===== config.mk =====
export PLATFORM = sky130hd
export DESIGN_NAME = cache2instr_rsp
export DESIGN_NICKNAME = d
export VERILOG_FILES = /design/src/rtl/cache2instr_rsp.sv
export SDC_FILE = /design/constraint.sdc
export NUM_CORES = 1
export LEC_CHECK = 0
export CORE_ASPECT_RATIO = 0.8
export CORE_MARGIN = 2
export CORE_UTILIZATION = 43
export CTS_CLUSTER_DIAMETER = 150
export DETAILED_ROUTE_END_ITERATION = 8
export GPL_TIMING_DRIVEN = 1
export HOLD_SLACK_MARGIN = 0.02
export MAX_ROUTING_LAYER = met4
export PLACE_DENSITY_LB_ADDON = 0.15
export SLEW_MARGIN = 20
export SYNTH_ARGS = -nofsm -noshare
export SYNTH_HDL_FRONTEND = slang
export SYNTH_SLANG_ARGS = --single-unit

===== constraint.sdc =====
create_clock -name clk_i -period 3.8 [get_ports clk_i]
set_input_delay 0.76 -clock clk_i [delete_from_list [all_inputs] [get_ports clk_i]]
set_output_delay 0.76 -clock clk_i [all_outputs]
set_load 0.02 [all_outputs]

===== src/rtl/cache2instr_rsp.sv =====
// I$ -> core instruction response converter: credit-gated grants, DEPTH-entry in-order
// response FIFO with fall-through. Optional CACHE2INSTR_SPURIOUS_CHK_EN flags unrequested responses.
module cache2instr_rsp #(
  parameter int DEPTH  = 2,
  parameter int DATA_W = 32,
  parameter int ADDR_W = 32
) (
  input  logic                       clk_i,
  input  logic                       rst_i,
  input  logic                       core_req_i,
  input  logic [ADDR_W-1:0]          core_addr_i,
  output logic                       core_gnt_o,
  output logic                       core_rvalid_o,
  output logic [DATA_W-1:0]          core_rdata_o,
  output logic                       core_err_o,
  input  logic                       core_rready_i,
  output logic                       cache_req_o,
  output logic [ADDR_W-1:0]          cache_addr_o,
  input  logic                       cache_gnt_i,
  input  logic                       cache_rvalid_i,
  input  logic [DATA_W-1:0]          cache_rdata_i,
  input  logic                       cache_err_i,
  output logic [$clog2(DEPTH+1)-1:0] outstanding_o,
  output logic                       spurious_o
);

  localparam int CNT_W = $clog2(DEPTH + 1);
  localparam int PTR_W = (DEPTH > 1) ? $clog2(DEPTH) : 1;
  localparam logic [CNT_W:0]   DEPTH_EXT = (CNT_W + 1)'(DEPTH);
  localparam logic [CNT_W-1:0] DEPTH_CNT = CNT_W'(DEPTH);
  localparam logic [PTR_W-1:0] LAST_PTR  = PTR_W'(DEPTH - 1);

  logic [CNT_W-1:0] out_q, out_d, cnt_q, cnt_d;
  logic [PTR_W-1:0] wptr_q, wptr_d, rptr_q, rptr_d;
  logic [DATA_W:0]  mem_q [DEPTH];
  logic [DATA_W:0]  head;
  logic credit_ok, issue, has_out, rsp_in, out_dec, push, pop, empty, full;

  // Every granted request reserves a FIFO slot, so a response can never find the FIFO full.
  assign credit_ok = ({1'b0, out_q} + {1'b0, cnt_q}) < DEPTH_EXT;

  assign cache_req_o  = core_req_i & credit_ok;
  assign cache_addr_o = core_addr_i;
  assign core_gnt_o   = cache_gnt_i & credit_ok;
  assign issue        = cache_req_o & cache_gnt_i;

  assign empty   = (cnt_q == '0);
  assign full    = (cnt_q == DEPTH_CNT);
  assign has_out = (out_q != '0);

`ifdef CACHE2INSTR_SPURIOUS_CHK_EN
  logic spurious_q;
  assign rsp_in     = cache_rvalid_i & has_out;
  assign spurious_o = spurious_q;
`else
  assign rsp_in     = cache_rvalid_i & (has_out | ~full);
  assign spurious_o = 1'b0;
`endif

  assign out_dec = rsp_in & has_out;

  // Empty FIFO falls through: the live I$ word is presented directly.
  assign head          = empty ? {cache_err_i, cache_rdata_i} : mem_q[rptr_q];
  assign core_rvalid_o = ~empty | rsp_in;
  assign core_rdata_o  = core_rvalid_o ? head[DATA_W-1:0] : '0;
  assign core_err_o    = core_rvalid_o & head[DATA_W];

  assign push = rsp_in & ~(empty & core_rready_i);
  assign pop  = ~empty & core_rready_i;

  always_comb begin
    out_d  = out_q;
    cnt_d  = cnt_q;
    wptr_d = wptr_q;
    rptr_d = rptr_q;
    case ({issue, out_dec})
      2'b10:   out_d = out_q + CNT_W'(1);
      2'b01:   out_d = out_q - CNT_W'(1);
      default: out_d = out_q;
    endcase
    case ({push, pop})
      2'b10:   cnt_d = cnt_q + CNT_W'(1);
      2'b01:   cnt_d = cnt_q - CNT_W'(1);
      default: cnt_d = cnt_q;
    endcase
    if (push) wptr_d = (wptr_q == LAST_PTR) ? '0 : wptr_q + PTR_W'(1);
    if (pop)  rptr_d = (rptr_q == LAST_PTR) ? '0 : rptr_q + PTR_W'(1);
  end

  always_ff @(posedge clk_i or posedge rst_i) begin
    if (rst_i) begin
      out_q      <= '0;
      cnt_q      <= '0;
      wptr_q     <= '0;
      rptr_q     <= '0;
`ifdef CACHE2INSTR_SPURIOUS_CHK_EN
      spurious_q <= 1'b0;
`endif
    end else begin
      out_q      <= out_d;
      cnt_q      <= cnt_d;
      wptr_q     <= wptr_d;
      rptr_q     <= rptr_d;
`ifdef CACHE2INSTR_SPURIOUS_CHK_EN
      spurious_q <= spurious_q | (cache_rvalid_i & ~has_out);
`endif
    end
  end

  always_ff @(posedge clk_i) begin
    if (push) mem_q[wptr_q] <= {cache_err_i, cache_rdata_i};
  end

  assign outstanding_o = out_q;

endmodule

Word level (Yosys, flattened, before mapping)
Memories as Yosys holds them, arrays and structs flattened. Index checks and enable logic that the tools add are counted.

Add/sub/neg operators: 7. $lt $le $gt $ge: 1. Equal/unequal tests: 5. Multiplexer cells: 8. Bitwise gates (word level): 14. Reduce and logical (&&, ||, !) cells: 4.

Operators by type and width (count): 33-bit 2-to-1 mux (1); 32-bit 2-to-1 mux (1); 1-bit AND (9); 2-bit one-hot mux with 2 select lines (2); 2-bit equality test, second input constant (3); 2-bit nonzero test (3); 2-bit by 1-bit adder with 2-bit output, second input constant (2); 2-bit by 1-bit equality test with 1-bit output, second input constant (2); 1-bit 2-to-1 mux (4); 2-bit by 1-bit subtractor with 2-bit output, second input constant (2); 2-bit by 2-bit adder with 3-bit output (1); 3-bit by 2-bit less-than comparator with 1-bit output, second input constant (1); 1-bit NOT (3); 1-bit adder, second input constant (2); 2-bit zero test (1); 1-bit bitwise OR (2).

Register bits: 6. Memory bits (writable): 66. Input port bits: 71. Output and inout port bits: 71. Logic and storage cells: 44. Memories kept: 1.

Memory list: mem_q (depth 2, width 33, read ports 1, clocked after memory_dff 0, write ports 1, RTL line 35) `logic [DATA_W:0] mem_q [DEPTH];`.

Logic depth before layout (Yosys ltp)
Gate-level depths: netlist of the first run.

Word-level depth: 7. Depth in mapped cells: 10. Gate-level depth less buffers: 9.

Least setup slack after synthesis of the first run
OpenSTA, ideal clock, no wires.

Path kind: input to register. Start: input cache_rvalid_i. End: memory mem_q[0][0] (netlist name) (enable). Library setup time: 0.423 ns. Arrival: 2.633 ns. Data required time: 3.377 ns. Slack: 0.744 ns. Cell stages on the path: 3. Path buffers: 1. Cell sequence: clkbuf_1 > o311ai_4 > nor2_1.

Longest elaborated chain between the ends: 4.

Ends and longest elaborated chain: from (decl) (RTL line 20) `input logic cache_rvalid_i,`; 1-bit AND (RTL line 56) `assign rsp_in = cache_rvalid_i & (has_out | ~full);`; 1-bit AND (RTL line 68) `assign push = rsp_in & ~(empty & core_rready_i);`; 1-bit 2-to-1 mux (RTL line 111) `if (push) mem_q[wptr_q] <= {cache_err_i, cache_rdata_i};`; 1-bit 2-to-1 mux (not written as such) (RTL line 111); to (decl) (RTL line 35).

No other way between the ends.

Worst setup path in the final report of the first run
Start: register cnt_q[1]. End: output core_rdata_o[31].

Longest elaborated chain between the ends: 6.

Ends and longest elaborated chain: from (decl) (RTL line 33) `logic [CNT_W-1:0] out_q, out_d, cnt_q, cnt_d;`; from (signal assigned) (RTL line 101) `cnt_q <= cnt_d;`; 2-bit equality test (RTL line 48) `assign full = (cnt_q == DEPTH_CNT);`; 1-bit NOT (RTL line 56); 1-bit bitwise OR (RTL line 56); 1-bit AND (RTL line 56); 1-bit bitwise OR (RTL line 64) `assign core_rvalid_o = ~empty | rsp_in;`; 32-bit 2-to-1 mux * (RTL line 65) `assign core_rdata_o = core_rvalid_o ? head[DATA_W-1:0] : '0;`; to (decl) (RTL line 14) `output logic [DATA_W-1:0] core_rdata_o,`.

Mark *: on every way between the ends. The rest lies on a longest branch, timed or not.

==> results of run 1 <==
## state kept, by name, summed over array words and instances, names as in the netlist
| register | flops |
|---|---|
| cnt_q | 2 |
| mem_q | 66 |
| outstanding_o | 2 |
| rptr_q | 1 |
| wptr_q | 1 |
## metrics by stage
step / cells / instance area (um2)
after floorplan: 250 / 3350
after global placement: 388 / 4040
after detailed placement: 388 / 4040
after CTS: 404 / 4260
after global routing: 404 / 4260
final: 404 / 4260
## final cells by class
class / count / area share
Tap cell: 105 / 0.0309
Clock inverter: 6 / 0.0218
Clock buffer: 10 / 0.0300
Inverter: 3 / 0.00265
Timing Repair Buffer: 82 / 0.201
Multi-Input combinational cell: 126 / 0.213
Sequential cell: 72 / 0.501
## layer usage
metal	global-route usage	part of all wire	up-vias
met5	-	0	-
met1	0.213	0.48	968
met2	0.236	0.44	60
li1	-	-	965
met4	0.0655	0.013	0
met3	0.0556	0.064	18
## worst paths after layout
kind,from,endpoint,slack [ps],cells after the start
max,cnt_q[1],core_rdata_o[31],460,5
min,wptr_q,wptr_q,560,1
max reg2reg,cnt_q[0],outstanding_o[1],1600,8
min reg2reg,wptr_q,wptr_q,560,1
max in group asynchronous,rst_i,rptr_q,2960,2
min in group asynchronous,rst_i,outstanding_o[1],640,2
## cell families after synthesis
kind of cell | after synthesis
AO/OA/AOI/OAI | 35
XOR/XNOR | 8
adder cells (fa/ha/maj) | 3
buffers and inverters | 52
flip-flops | 72
multiplexers | 33
other | 1
AND/OR/NAND/NOR | 46
## Yosys cell counts
library cell,count,area [um2]
and2_1,3,18.8
buf_1,3,11.3
buf_2,8,40.0
buf_4,33,248
buf_6,1,11.3
clkbuf_1,4,15.0
conb_1,1,3.75
dfrtp_1,6,150
edfxtp_1,66,1980
fa_1,1,20.0
ha_1,2,25.0
inv_1,3,11.3
mux2i_1,33,330
nand2_1,1,3.75
nand3_1,33,165
nor2_1,7,26.3
o21a_1,1,7.51
o21ai_0,33,165
o311ai_4,1,26.3
or3_1,1,6.26
or4b_4,1,13.8
xnor2_1,5,43.8
xor2_1,3,26.3
## power by group through the flow
stage,sequential [W],clock (W),combinational (W)
after floorplan,0.00120,0,0.00106
after global placement,0.00124,0,0.00172
after detailed placement,0.00125,0,0.00173
after CTS,0.00124,0.000681,0.00173
after global routing,0.00126,0.000718,0.00184
final,0.00123,0.000664,0.00171
==> metrics.md, run 1 <==
| Metric | Value |
|---|---|
| Cell breakdown of the critical path | `nor2_4 > buf_4 > nand3_1 > o21ai_0 > clkdlybuf4s50_1` |
| Critical-path top delay cell | `clkdlybuf4s50_1` |
| Tcrit/Tclk final | `0.879` |
| Num CTS Buffers | `9` |
| Setup ws final | `458 ps` |
| Synthesis warning total | `0` |
| Netlist cell types | `23` |
| Via density | `4.98` |
| Nature of the critical path startpoint | `flip-flop` |
| Buf/Inv on CP | `2` |
| VDD IR-drop max | `0.412 mV` |
| Seq cells post-synth | `72` |
| Setup_tns | `0 ps` |
| Register area | `2130 um2` |
| Slew headroom | `0.619` |
| CP peak stage delay | `660 ps` |
| # Post-CTS Setup Buffers | `0` |
| Final setup viols | `0` |
| Depth of the CTS H-tree | `3` |
| Via Count | `2,011` |
| Max FO, Critical Path | `27` |
| Worst hold path type | `flip-flop to flip-flop` |
| Syn Nets | `between 300 and 400` |
| Global-route wire length before repair | `10,400 um` |
| Clock skew | `8.00 ps` |
| Number of failing hold endpoints at the final stage | `0` |
| Most frequent cells in the layout | `clkdlybuf4s50_1, edfxtp_1, mux2i_1, nand3_1, o21ai_0` |
| Int Pwr | `0.00227 W` |
| Endpoint class of the critical path | `primary output` |
| Status | `complete, no violations` |
| P_leak | `1.50 nW` |
| Tightest Pin Transition | `571 ps` |
| Fin nets | `between 300 and 400` |
| Cts hold-fix bufs | `0` |
| Worst skew pair latency | `~350 ps` |
| Initial antenna violation count | `0` |
| Crit-path leading delay family | `buffers and inverters` |
| Number of global-route vias before repair | `2,016` |
| Synthesized cell area | `3350 um2` |
| Global route overflow | `0` |
| Slew Viols, Final | `0` |
| Post-synthesis xor/xnor area fraction | `0.0209` |
| Utilization after layout | `0.570` |
| Switching Fraction | `0.369` |
| Place WS | `about 670 ps` |
| Rows | `28` |
| Core area | `7460 um2` |
| Share of power burned in registers | `0.342` |
| IO buf count | `76` |
| DRT Wirelength | `6420 um` |
| CTS tree | `yes` |
| Starting Density | `0.449` |
| Iteration-0 DRC Markers | `97` |
| N_diodes | `0` |
| IO Count | `about 140` |
| DR DRC count | `0` |
| Largest family of logic cells by synthesized area | `buffers and inverters` |
| Hold WS | `560 ps` |
| Multi-input logic area | `905 um2` |
| Pwr dens | `847 nW/um2` |
| Fillers | `636` |
| Critical path class | `flip-flop to primary output` |
| Final ANT Viol Nets | `0` |
| Commonest non-fill, non-tap cell in the layout | `clkdlybuf4s50_1` |
| Clock power frac | `0.184` |
| DIE AREA | `between 8000 and 9000 um2` |
| DR WL/cell | `around 16 um` |
| Total track usage | `0.164` |
| Critical path arrival | `2580 ps` |
| Register area share after synthesis | `0.636` |
| Cts repair resizes | `0` |
| Synth-to-Final Area Change | `27.0%` |
| DRT Pass-1 Iters | `4` |
| CTS Buffer Depth | `2` |
| Hpwl dp | `4160 um` |
| Die width | `103 um` |
| Clock period minus worst slack | `3340 ps` |
| Layout cell share with drive strength beyond 1 | `0.0903` |
| Root Buffer | `clkbuf_8` |
| Synth Area in Adders | `0.0134` |
| Reg clk slew, reported paths | `roughly 70 ps` |
| Mux share of post-synthesis cell area | `0.0986` |
| Die Ht | `just over 80 um` |
| Largest net degree at the start of global routing | `37` |
| Max Cap Viol | `0` |
| GPL Wtd Cong | `0.715` |
| Post-Syn Instances | `250` |
| Clk sink count | `72` |
| Max Freq | `299 MHz` |
| Overall Power | `0.00360 W` |
| Syn_area_per_cell | `13.4 um2` |
| Combinational share of power | `0.474` |
| Switching component of the power | `0.00133 W` |
| RSZ-0062 raised after global routing | `no` |
| WP data required | `3040 ps` |
| Post-synthesis compound-gate area fraction | `0.0594` |
| Simple-Gate Fraction of Synth Area | `0.0698` |
Power figures use the tool's default switching activity.
==> run 2, diff against run 1 <==
--- a/config.mk
+++ b/config.mk
@@ -5,7 +5,6 @@
 export SDC_FILE = /design/constraint.sdc
 export NUM_CORES = 1
 export LEC_CHECK = 0
-export CORE_ASPECT_RATIO = 0.8
 export CORE_MARGIN = 2
 export CORE_UTILIZATION = 43
 export CTS_CLUSTER_DIAMETER = 150
@@ -14,7 +13,7 @@
 export HOLD_SLACK_MARGIN = 0.02
 export MAX_ROUTING_LAYER = met4
 export PLACE_DENSITY_LB_ADDON = 0.15
-export SLEW_MARGIN = 20
+export SLEW_MARGIN = 15
 export SYNTH_ARGS = -nofsm -noshare
 export SYNTH_HDL_FRONTEND = slang
 export SYNTH_SLANG_ARGS = --single-unit
==> metrics.md, run 2 (synthesized netlist as in run 1, its figures left out) <==
| Metric | Value |
|---|---|
| Status | `complete, no violations` |
| Worst hold path type | `flip-flop to flip-flop` |
| Depth of the CTS H-tree | `3 (unchanged)` |
| Worst skew pair latency | `340 ps (about the same)` |
| Final ANT Viol Nets | `0 (unchanged)` |
| Endpoint class of the critical path | `primary output` |
| CTS tree | `yes` |
| Cts repair resizes | `0 (unchanged)` |
| DRT Pass-1 Iters | `4 (unchanged)` |
| Root Buffer | `clkbuf_8` |
| Number of failing hold endpoints at the final stage | `0 (unchanged)` |
| Global route overflow | `0 (unchanged)` |
| Place WS | `560 ps (-111 ps)` |
| Pwr dens | `842 nW/um2 (-0.55%)` |
| Clock skew | `6.67 ps (-1.33 ps)` |
| Reg clk slew, reported paths | `70 ps (about the same)` |
| CTS Buffer Depth | `2 (unchanged)` |
| DIE AREA | `8510 um2 (about the same)` |
| Cts hold-fix bufs | `0 (unchanged)` |
| Largest net degree at the start of global routing | `37 (unchanged)` |
| DR DRC count | `0 (unchanged)` |
| Clock power frac | `0.183 (about the same)` |
| Max FFs per register | `66 (unchanged)` |
| Via density | `5.04 (+1.3%)` |
| Total track usage | `0.151 (-0.0131)` |
| Max FO, Critical Path | `36 (+33%)` |
| Nature of the critical path startpoint | `input port` |
| Hold path depth | `1 (unchanged)` |
| Hpwl dp | `3830 um (-7.9%)` |
| Max Cap Viol | `0 (unchanged)` |
| Clock period minus worst slack | `3260 ps (-86.4 ps)` |
| Clk sink count | `72 (unchanged)` |
| Switching Fraction | `0.366 (-0.00272)` |
| GPL Wtd Cong | `0.724 (+1.4%)` |
| Final setup viols | `0 (unchanged)` |
| Max Freq | `307 MHz (+2.7%)` |
| Iteration-0 DRC Markers | `119 (+23%)` |
| Rows | `32 (+14%)` |
| Setup_tns | `0 ps (unchanged)` |
| # Post-CTS Setup Buffers | `0 (unchanged)` |
| VDD IR-drop max | `0.428 mV (+3.7%)` |
| Die width | `92.3 um (-10%)` |
| Global-route wire length before repair | `9560 um (-7.7%)` |
| Overall Power | `0.00355 W (-1.5%)` |
| Core area | `7650 um2 (+2.5%)` |
| Number of global-route vias before repair | `1,952 (-3.2%)` |
| DR WL/cell | `14.9 um (-6.4%)` |
| DRT Wirelength | `5960 um (-7.1%)` |
| Most flops, register | `mem_q` |
| Setup ws final | `545 ps (+86.4 ps)` |
| Share of power burned in registers | `0.349 (+0.007)` |
| Reg2Reg Depth | `8 (unchanged)` |
| Most frequent cells in the layout | `clkdlybuf4s50_1, edfxtp_1, mux2i_1, nand3_1, o21ai_0` |
| Layout cell share with drive strength beyond 1 | `0.0936 (+0.00334)` |
| WP data required | `3040 ps (about the same)` |
| Initial antenna violation count | `0 (unchanged)` |
| Combinational share of power | `0.467 (-0.007)` |
| Num CTS Buffers | `9 (unchanged)` |
| Tcrit/Tclk final | `0.857 (-0.0227)` |
| Starting Density | `0.438 (-0.0109)` |
| Hold WS | `562 ps (+2.78 ps)` |
| Slew Viols, Final | `0 (unchanged)` |
| Via Count | `2,022 (+0.55%)` |
| N_diodes | `0 (unchanged)` |
| Critical path arrival | `2500 ps (-80 ps)` |
| IO buf count | `76 (unchanged)` |
| P_leak | `1.48 nW (-0.88%)` |
| Fin nets | `368 (unchanged)` |
| Synth-to-Final Area Change | `25.8%` |
| Die Ht | `92.3 um (+11%)` |
| Fillers | `638 (+0.31%)` |
| Critical path class | `input port to primary output` |
| Commonest non-fill, non-tap cell in the layout | `clkdlybuf4s50_1` |
| Int Pwr | `0.00225 W (-1.1%)` |
| IO Count | `142 (unchanged)` |
| Switching component of the power | `0.00130 W (-2.2%)` |
| RSZ-0062 raised after global routing | `no` |
==> run 2: final timing paths <==
kind / start / slack, ps / to
setup / recovery: cache_rvalid_i / 540 / core_rdata_o[11]
min in group asynchronous: rst_i / 640 / rptr_q
hold reg to reg: wptr_q / 560 / wptr_q
setup reg to reg: cnt_q[0] / 1580 / outstanding_o[1]
max in group asynchronous: rst_i / 2950 / rptr_q
hold / removal: wptr_q / 560 / wptr_q
==> run 2: final cells by class <==
cell class	count	area (um2)	area share
timing repair buffer	82	818	0.194
inverter	3	11.3	0.00267
multi-input combinational	126	905	0.215
tap	102	128	0.0303
sequential	72	2130	0.506
clock buffer	9	124	0.0294
clock inverter	7	96.3	0.0229
==> run 2: critical path: stages <==
cell and delay, ps:
clkdlybuf4s50_1 450, buf_4 370, nand3_1 110, o21ai_0 120
clkdlybuf4s50_1 650
==> run 2: per-stage QoR <==
stage                     instances  instance area [um2]  utilization
after floorplan                 250                 3350            -
after global placement          385                 4000        0.522
after detailed placement        385                 4000        0.522
after CTS                       401                 4220        0.551
after global routing            401                 4220        0.551
final                           401                 4220        0.551
==> run 2: power by group through the flow <==
stage,Sequential (W),Clock (W),Combinational [W]
6_report,0.00124,0.000651,0.00166
5_1_grt,0.00127,0.000697,0.00179
4_1_cts,0.00124,0.000666,0.00168
3_5_place_dp,0.00126,0,0.00168
3_3_place_gp,0.00125,0,0.00167
2_1_floorplan,0.00120,0,0.00106
==> run 2: layer usage <==
metal,routed length (um),global-route usage
met1,2890,0.197
met2,2630,0.221
met3,321,0.0394
met4,115,0.0709
met5,0,-
==> run 3, diff against run 2 <==
--- a/config.mk
+++ b/config.mk
@@ -5,8 +5,11 @@
 export SDC_FILE = /design/constraint.sdc
 export NUM_CORES = 1
 export LEC_CHECK = 0
+export ABC_CLOCK_PERIOD_IN_PS = 3800
+export CELL_PAD_IN_SITES_DETAIL_PLACEMENT = 1
+export CELL_PAD_IN_SITES_GLOBAL_PLACEMENT = 2
 export CORE_MARGIN = 2
-export CORE_UTILIZATION = 43
+export CORE_UTILIZATION = 27
 export CTS_CLUSTER_DIAMETER = 150
 export DETAILED_ROUTE_END_ITERATION = 8
 export GPL_TIMING_DRIVEN = 1
==> metrics.md, run 3 (synthesized netlist as in run 1, its figures left out) <==
| Metric | Value |
|---|---|
| Endpoint class of the critical path | `primary output` |
| R2R Setup Slk | `1590 ps (about the same)` |
| Worst skew pair latency | `330 ps (about the same)` |
| Slew headroom | `0.546` |
| Most flops, register | `mem_q` |
| CP peak stage delay | `640 ps (about the same)` |
| Cts repair resizes | `0 (unchanged)` |
| Depth of the CTS H-tree | `3 (unchanged)` |
| Number of failing hold endpoints at the final stage | `0 (unchanged)` |
| # Post-CTS Setup Buffers | `0 (unchanged)` |
| IO buf count | `76 (unchanged)` |
| Cts hold-fix bufs | `0 (unchanged)` |
| N_diodes | `0 (unchanged)` |
| WP data required | `3040 ps (about the same)` |
| Status | `complete, no violations` |
| Core area | `12,100 um2 (+58%)` |
| Number of global-route vias before repair | `2,187 (+12%)` |
| Max FO, Critical Path | `28 (-22%)` |
| DR DRC count | `0 (unchanged)` |
| Commonest non-fill, non-tap cell in the layout | `clkdlybuf4s50_1` |
| Clock period minus worst slack | `3230 ps (-21.3 ps)` |
| Total track usage | `0.120 (-0.0306)` |
| Pwr dens | `891 nW/um2 (+5.8%)` |
| DR WL/cell | `15.4 um (+4.0%)` |
| Reg-to-Reg End | `outstanding_o[1]` |
| Final setup viols | `0 (unchanged)` |
| Clock skew | `9.54 ps (+2.87 ps)` |
| Via density | `4.34 (-14%)` |
| Crit-path leading delay family | `buffers and inverters` |
| Fillers | `1,271 (+99%)` |
| Die Ht | `115 um (+25%)` |
| Layout cell share with drive strength beyond 1 | `0.0997 (+0.00602)` |
| Critical path class | `flip-flop to primary output` |
| Cell breakdown of the critical path | `nor2_4 > buf_4 > nand3_1 > o21ai_0 > clkdlybuf4s50_1` |
| Multi-input logic area | `905 um2 (unchanged)` |
| Via Count | `2,035 (+0.64%)` |
| Rows | `40 (+25%)` |
| Register area | `2130 um2 (unchanged)` |
| Max FFs per register | `66 (unchanged)` |
| Hold Path Sink | `wptr_q` |
| Nature of the critical path startpoint | `flip-flop` |
| Hold path depth | `1 (unchanged)` |
| P_leak | `1.57 nW (+5.8%)` |
| Iteration-0 DRC Markers | `92 (-23%)` |
| Max Cap Viol | `0 (unchanged)` |
| Buf/Inv on CP | `2 (-1)` |
| Num CTS Buffers | `9 (unchanged)` |
| Worst hold path type | `flip-flop to flip-flop` |
| RSZ-0062 raised after global routing | `no` |
| GPL Wtd Cong | `0.684 (-5.5%)` |
| Reg2reg start | `cnt_q[0]` |
| Max Freq | `309 MHz (+0.66%)` |
| Most frequent cells in the layout | `clkdlybuf4s50_1, edfxtp_1, mux2i_1, nand3_1, o21ai_0` |
| Hpwl dp | `4770 um (+25%)` |
| Global route overflow | `0 (unchanged)` |
| Hold path start | `wptr_q` |
| Overall Power | `0.00397 W (+12%)` |
| Reg2Reg Depth | `8 (unchanged)` |
| Setup_tns | `0 ps (unchanged)` |
| Synth-to-Final Area Change | `32.9%` |
| Global-route wire length before repair | `11,700 um (+23%)` |
| Final ANT Viol Nets | `0 (unchanged)` |
| Die width | `115 um (+25%)` |
| Initial antenna violation count | `0 (unchanged)` |
| DRT Wirelength | `7250 um (+22%)` |
| DRT Pass-1 Iters | `4 (unchanged)` |
| CTS tree | `yes` |
| Fin nets | `370 (+0.54%)` |
| Slew Viols, Final | `0 (unchanged)` |
| Largest net degree at the start of global routing | `30 (-19%)` |
| Clk sink count | `72 (unchanged)` |
| DIE AREA | `13,300 um2 (+56%)` |
| VDD IR-drop max | `0.363 mV (-15%)` |
| CTS Buffer Depth | `2 (unchanged)` |
| Critical-path top delay cell | `clkdlybuf4s50_1` |
| Starting Density | `0.278 (-0.160)` |
| IO Count | `142 (unchanged)` |
| Critical path arrival | `2470 ps (-30 ps)` |
| Tcrit/Tclk final | `0.851 (-0.00560)` |
| Reg clk slew, reported paths | `50 ps (-20 ps)` |
| Tightest Pin Transition | `681 ps` |
| Root Buffer | `clkbuf_16` |
[run 3: cell types whose count changed in the layout (fill, tap and decap cells not counted), sizes merged]
cell,previous run,this run
bufinv,2,4
buf,6,9
clkdlybuf4s50,76,75
clkinvlp,3,0
inv,3,4
[run 3: how the worst max path moves through the flow]
stage                   start               to  depth (start not counted)
5_1_grt              cnt_q[1]  core_rdata_o[2]                          5
6_report             cnt_q[1]  core_rdata_o[2]                          5
4_1_cts              cnt_q[1]  core_rdata_o[2]                          5
3_5_place_dp   cache_rvalid_i  core_rdata_o[5]                          5
2_1_floorplan  cache_rvalid_i      mem_q[0][0]                          3
3_3_place_gp   cache_rvalid_i  core_rdata_o[9]                          5
[run 3: per-stage QoR]
stage	cells	hold WS, ps	util	setup WS [ps]	cell area, um2
2_1_floorplan	250	467	-	744	3350
3_3_place_gp	453	535	0.339	639	4090
3_5_place_dp	453	538	0.339	605	4090
4_1_cts	469	550	0.369	475	4450
5_1_grt	469	579	0.369	311	4450
6_report	469	544	0.369	566	4450
[run 3: where the power goes]
group,total [W],internal [W],switching (W),leakage [nW]
clock network,0.00102,0.000708,0.000311,0.178
registers,0.00123,0.00110,0.000134,0.683
logic,0.00172,0.000790,0.000927,0.708
[run 3: area by class of cell]
class / count / share of cell area
clock buffer: 9 / 0.0506
sequential: 72 / 0.479
multi-input combinational: 126 / 0.203
clock inverter: 7 / 0.0317
tap: 168 / 0.0472
timing repair buffer: 84 / 0.186
inverter: 3 / 0.00253
[run 3: layer usage]
metal	part of all wire	vias up	global-route usage
met5	0	-	-
met2	0.46	69	0.181
met3	0.059	6	0.0353
li1	-	976	-
met4	0.0073	0	0.0418
met1	0.48	984	0.155
